===== src/rtl/mems_dac_spi_slave.sv =====
// mems_dac_spi_slave: oversampled SPI responder that decodes 24-bit MEMS DAC frames into per-channel registers.
// Optional readback on miso is enabled by defining MEMS_SLAVE_READBACK_EN.
module mems_dac_spi_slave #(
    parameter int FRAME_BITS  = 24,
    parameter int SYNC_STAGES = 2,
    parameter int NUM_CH      = 4
) (
    input  logic                   clk,
    input  logic                   rst_n,
    input  logic                   sck,
    input  logic                   mosi,
    input  logic                   cs_n,
    output logic                   miso,
    output logic                   frame_valid,
    output logic [23:0]            frame_word,
    output logic                   frame_err,
    output logic [16*NUM_CH-1:0]   dac_out,
    output logic                   busy
);
    logic [SYNC_STAGES-1:0] sck_sync, mosi_sync, cs_sync;
    logic [SYNC_STAGES:0]   prime;
    logic                   sck_q, sck_qq, mosi_q, cs_q, cs_qq, armed;
    logic                   cs_fall, cs_rise, sck_rise;
    logic [4:0]             bit_cnt;
    logic [FRAME_BITS-1:0]  shift_reg;
    logic [2:0]             cmd, addr;
    logic [15:0]            data;
    logic                   eval, good, accept, reject;
    logic [NUM_CH-1:0]      sel;
    logic [15:0]            in_reg [NUM_CH];
    logic [15:0]            dac_reg [NUM_CH];
    logic [15:0]            in_nxt [NUM_CH];
    logic [15:0]            dac_nxt [NUM_CH];

    // prime marks when cs_q reflects the pin rather than its reset value;
    // a frame only counts once cs_n has been seen high after reset
    always_ff @(posedge clk or negedge rst_n) begin
        if (!rst_n) begin
            sck_sync  <= '0;
            mosi_sync <= '0;
            cs_sync   <= '1;
            prime     <= '0;
            sck_q     <= 1'b0;
            sck_qq    <= 1'b0;
            mosi_q    <= 1'b0;
            cs_q      <= 1'b1;
            cs_qq     <= 1'b1;
            armed     <= 1'b0;
        end else begin
            sck_sync  <= {sck_sync[SYNC_STAGES-2:0], sck};
            mosi_sync <= {mosi_sync[SYNC_STAGES-2:0], mosi};
            cs_sync   <= {cs_sync[SYNC_STAGES-2:0], cs_n};
            prime     <= {prime[SYNC_STAGES-1:0], 1'b1};
            sck_q     <= sck_sync[SYNC_STAGES-1];
            sck_qq    <= sck_q;
            mosi_q    <= mosi_sync[SYNC_STAGES-1];
            cs_q      <= cs_sync[SYNC_STAGES-1];
            cs_qq     <= cs_q;
            armed     <= armed | (prime[SYNC_STAGES] & cs_q);
        end
    end

    assign cs_fall  = cs_qq & ~cs_q;
    assign cs_rise  = cs_q & ~cs_qq;
    assign sck_rise = sck_q & ~sck_qq & ~cs_q;
    assign busy     = ~cs_q;

    always_ff @(posedge clk or negedge rst_n) begin
        if (!rst_n) begin
            bit_cnt   <= '0;
            shift_reg <= '0;
        end else if (cs_fall) begin
            bit_cnt   <= '0;
            shift_reg <= '0;
        end else if (sck_rise) begin
            bit_cnt   <= bit_cnt == 5'd31 ? 5'd31 : bit_cnt + 5'd1;
            shift_reg <= {shift_reg[FRAME_BITS-2:0], mosi_q};
        end
    end

    assign cmd    = shift_reg[21:19];
    assign addr   = shift_reg[18:16];
    assign data   = shift_reg[15:0];
    assign eval   = cs_rise & armed;
    assign good   = bit_cnt == 5'(FRAME_BITS) && !(cmd[2] && cmd[1:0] != 2'b01);
    assign accept = eval & good;
    assign reject = eval & ~good;

    // cmd 2 copies the freshly written inputs so dac_out never sees a stale value
    always_comb begin
        for (int n = 0; n < NUM_CH; n++) begin
            sel[n]     = addr == 3'd7 || addr == 3'(n);
            in_nxt[n]  = cmd == 3'd5 ? 16'h0 :
                         (sel[n] && (cmd == 3'd0 || cmd == 3'd2 || cmd == 3'd3)) ? data : in_reg[n];
            dac_nxt[n] = cmd == 3'd5 ? 16'h0 :
                         cmd == 3'd2 ? in_nxt[n] :
                         (sel[n] && cmd == 3'd1) ? in_reg[n] :
                         (sel[n] && cmd == 3'd3) ? data : dac_reg[n];
        end
    end

    always_ff @(posedge clk or negedge rst_n) begin
        if (!rst_n) begin
            for (int n = 0; n < NUM_CH; n++) begin
                in_reg[n]  <= '0;
                dac_reg[n] <= '0;
            end
            frame_word  <= '0;
            frame_valid <= 1'b0;
            frame_err   <= 1'b0;
        end else begin
            frame_valid <= accept;
            frame_err   <= reject;
            if (accept) begin
                in_reg     <= in_nxt;
                dac_reg    <= dac_nxt;
                frame_word <= shift_reg[23:0];
            end
        end
    end

    for (genvar g = 0; g < NUM_CH; g++) begin : g_out
        assign dac_out[16*g +: 16] = dac_reg[g];
    end

`ifdef MEMS_SLAVE_READBACK_EN
    logic [2:0]  last_addr;
    logic [23:0] rb_reg;
    logic        sck_fall;

    assign sck_fall = ~sck_q & sck_qq & ~cs_q;

    always_ff @(posedge clk or negedge rst_n) begin
        if (!rst_n) begin
            last_addr <= '0;
            rb_reg    <= '0;
        end else begin
            if (accept)
                last_addr <= addr;
            if (cs_fall)
                rb_reg <= {8'h00, 32'(last_addr) < NUM_CH ? dac_reg[last_addr] : 16'h0};
            else if (sck_fall)
                rb_reg <= {rb_reg[22:0], 1'b0};
        end
    end

    assign miso = ~cs_q & rb_reg[23];
`else
    assign miso = 1'b0;
`endif
endmodule


===== config.mk =====
export PLATFORM = sky130hd
export DESIGN_NAME = mems_dac_spi_slave
export DESIGN_NICKNAME = d
export VERILOG_FILES = /design/src/rtl/mems_dac_spi_slave.sv
export SDC_FILE = /design/constraint.sdc
export NUM_CORES = 1
export LEC_CHECK = 0
export CAP_MARGIN = 10
export CORE_UTILIZATION = 30
export DETAILED_ROUTE_END_ITERATION = 12
export PLACE_DENSITY_LB_ADDON = 0.25
export SYNTH_ARGS = -nofsm -noshare
export SYNTH_HDL_FRONTEND = slang
export SYNTH_SLANG_ARGS = --single-unit

===== constraint.sdc =====
create_clock -name clk -period 3.3 [get_ports clk]
set_clock_uncertainty 0.2 [all_clocks]
set_input_delay 0.825 -clock clk [delete_from_list [all_inputs] [get_ports clk]]
set_output_delay 0.825 -clock clk [all_outputs]
set_load 0.05 [all_outputs]

==> flow_summary.yaml <==
synthesis:
  synth_most_common_cell: "dfrtp_1"
  synth_top_area_share_pct: 52.63
  yosysUniqueCellTypes: 59
  synthCells: 872
  synthArstFlopShare_pct: 100.0
  synth_edf_count: 0
  yosysSeqAreaShare_pct: 53.77
  netlist_top_cells_count: "dfrtp_1, nand2_1, a22o_1"
  synth_area_leaders: "dfrtp_1, nand2_1, a22o_1"
  synth_top_family_by_area: "compound AO/OA/AOI/OAI gates"
  synth.yosys.warnings: 0
  synth_fa_ha_area_share_pct: 0.2713
  yosysTopAreaCell: "dfrtp_1"
  synth_area_per_cell_um2: 10.58
  yosys.area_share.simple_pct: 13.90
  synth-compound-area-share_pct: 20.74
  synth-seq-cells: 198
  syn_nets: 879
  muxShareOfSynthArea_pct: 5.589
  ys.flop_type: "dfrtp_1"
  synth_xor_area_share_pct: 0.09495
  netlist_area_um2: 9224
die:
  die_h_um: 177.3
  die-area_um2: 31450
  io_pins: 97
  dieWidth_um: 177.3
  start_util_pct: 30.79
  core_area_um2: 29950
  num_rows: 63
critical_path:
  cp_max_fo: 6
  worst-setup-path-type: "reg2out"
  arrival_ns: 1.85
  worst_setup_path_start_kind: "register"
  end_kind: "output pin"
  crit_chain: "inv_1 > clkdlybuf4s50_1"
  cpMaxStageDelayCell: "clkdlybuf4s50_1"
  slowest_delay_ns: 0.71
  cp.required_ns: 2.27
clock_network:
  htree_levels: 4
  ctsLongestPathBuffers: 2
  cts_sinks: 198
  cts-resized-gates: 0
  clkLatencyLatePin_ns: 0.44
  clockRootBuffer: "clkbuf_16"
  path_clk_slew_ns: 0.08
  cts_hold_buf: 0
  cts_made_buffers: 17
  cts_setup_buffers: 0
  cts_tree: "done"
sta:
  tightest_slew_ns: 0.7267
  fmax_ghz: 0.3476
  maxSlewViolCount: 0
  post-route-period-util_pct: 87.17
  fin_setup_tns_ns: 0
  setup_violations: 0
  finalHoldViolations: 0
  slew_headroom_pct: 51.56
  min_period_ns: 2.877
  rsz0062_at_grt: "false"
route:
  vias_per_cell: 5.258
  dr_total_vias: 7082
  routed_wl_um: 26450
  dr.pass1.iters: 6
  wl_per_cell_um: 19.64
  drt-initial-drc-count: 497
  ant_nets: 0
  drcViolationCount: 0
pwr:
  p_leak_uw: 0.004946
  ir_drop_mv: 0.3121
  cellPowerDensity_nw_per_um2: 413.7
placed_design:
  io_buffers: 95
  routabilityCongestion: 0.8267
  hpwl_um: 16740
global_route:
  grt_max_degree: 61
  grt_usage_pct: 17.38
  grt_pass1_vias: 6987
  grt_overflow: 0
  grt_first_pass_wirelength_um: 41750
  antenna_found_initial: 0
layout:
  final_core_util_pct: 37.09
  insertedDiodeCount: 0
  multiInputGateArea_um2: 3759
  fin_nets: 951
  area.growth.synth_to_final_pct: 20.44
  drive_above_1_share_pct: 13.27
  seqCellArea_um2: 4960
  n_fill_cell: 2983
worst_hold_path:
  hp-class: "in2async"
run_status:
  status: "complete, no violations"
run:
  cap_violations: 0
layout by cell type (no fill, tap or decap), types with 17 or more instances in the layout:
cell             synthesis  layout
nand2_1                177     177
mux2i_1                 47      47
clkdlybuf4s50_1          0      94
nor4_1                  17      17
nand3_1                 19      19
o21ai_1                 35      34
inv_1                   20      20
clkbuf_16                0      17
o21ai_0                 38      38
a22o_1                  75      75
buf_4                    9      34
dfrtp_1                194     194
cell families after synthesis:
group                      count (synthesis)
and+or+nand+nor                          276
AOI/OAI and AO/OA                        245
adders and majority gates                  2
other                                      2
buffers and inverters                     99
xor gates and xnor gates                   1
muxes                                     49
DFF                                      198
layer usage:
layer	wire length (µm)	vias to the layer above	track usage, %
li1	-	3300	-
met1	12780	3548	25.47
met2	12110	213	26.60
met3	1259	21	2.485
met4	293	0	4.808
met5	0	-	0
cell type report:
cell class | count | share of cell area [%]
tap | 390 | 4.392
inverter | 21 | 0.7095
clock buffer | 20 | 4.111
sequential | 198 | 44.64
multi-input combinational | 575 | 33.83
timing repair buffer | 131 | 11.25
clock inverter | 12 | 1.059
where the power goes:
group	internal [µW]	total (µW)	switching [µW]
clock	1040	2050	1010
sequential	2440	2450	12.6
combinational	23.3	97.3	73.9
total	3500	4600	1090
worst max-delay path, delay by kind of cell (launching register included):
kind	cells	cell delay, ns
flops	1	0.58
buf+inv	2	0.82
worst paths after layout:
check	depth (start not counted)	start	to	slack, ns
max in group asynchronous	2	rst_n	cs_qq	1.93
min reg2reg	0	sck_sync[1]	sck_q	0.15
max reg2reg	8	bit_cnt[0]	dac_out[12]	0.80
min	1	rst_n	dac_out[45]	0.14
min in group clk	0	sck_sync[1]	sck_q	0.15
max	2	cs_q	busy	0.42
per-stage QoR:
| stage | cell area [µm²] | cells | hold WS (ns) | total power, µW | worst slack [ns] |
|---|---|---|---|---|---|
| floorplan | 9224 | 872 | 0.1312 | 2525 | 1.264 |
| detailed placement | 10540 | 1315 | 0.1358 | 2601 | 0.8517 |
| global placement | 10540 | 1315 | 0.1323 | 2600 | 0.8981 |
| global route | 11110 | 1347 | 0.1613 | 4755 | 0.3629 |
| CTS | 11110 | 1347 | 0.1535 | 4643 | 0.4053 |
| finish | 11110 | 1347 | 0.1431 | 4595 | 0.4234 |
No activity file was read; power rests on OpenSTA's default activity.
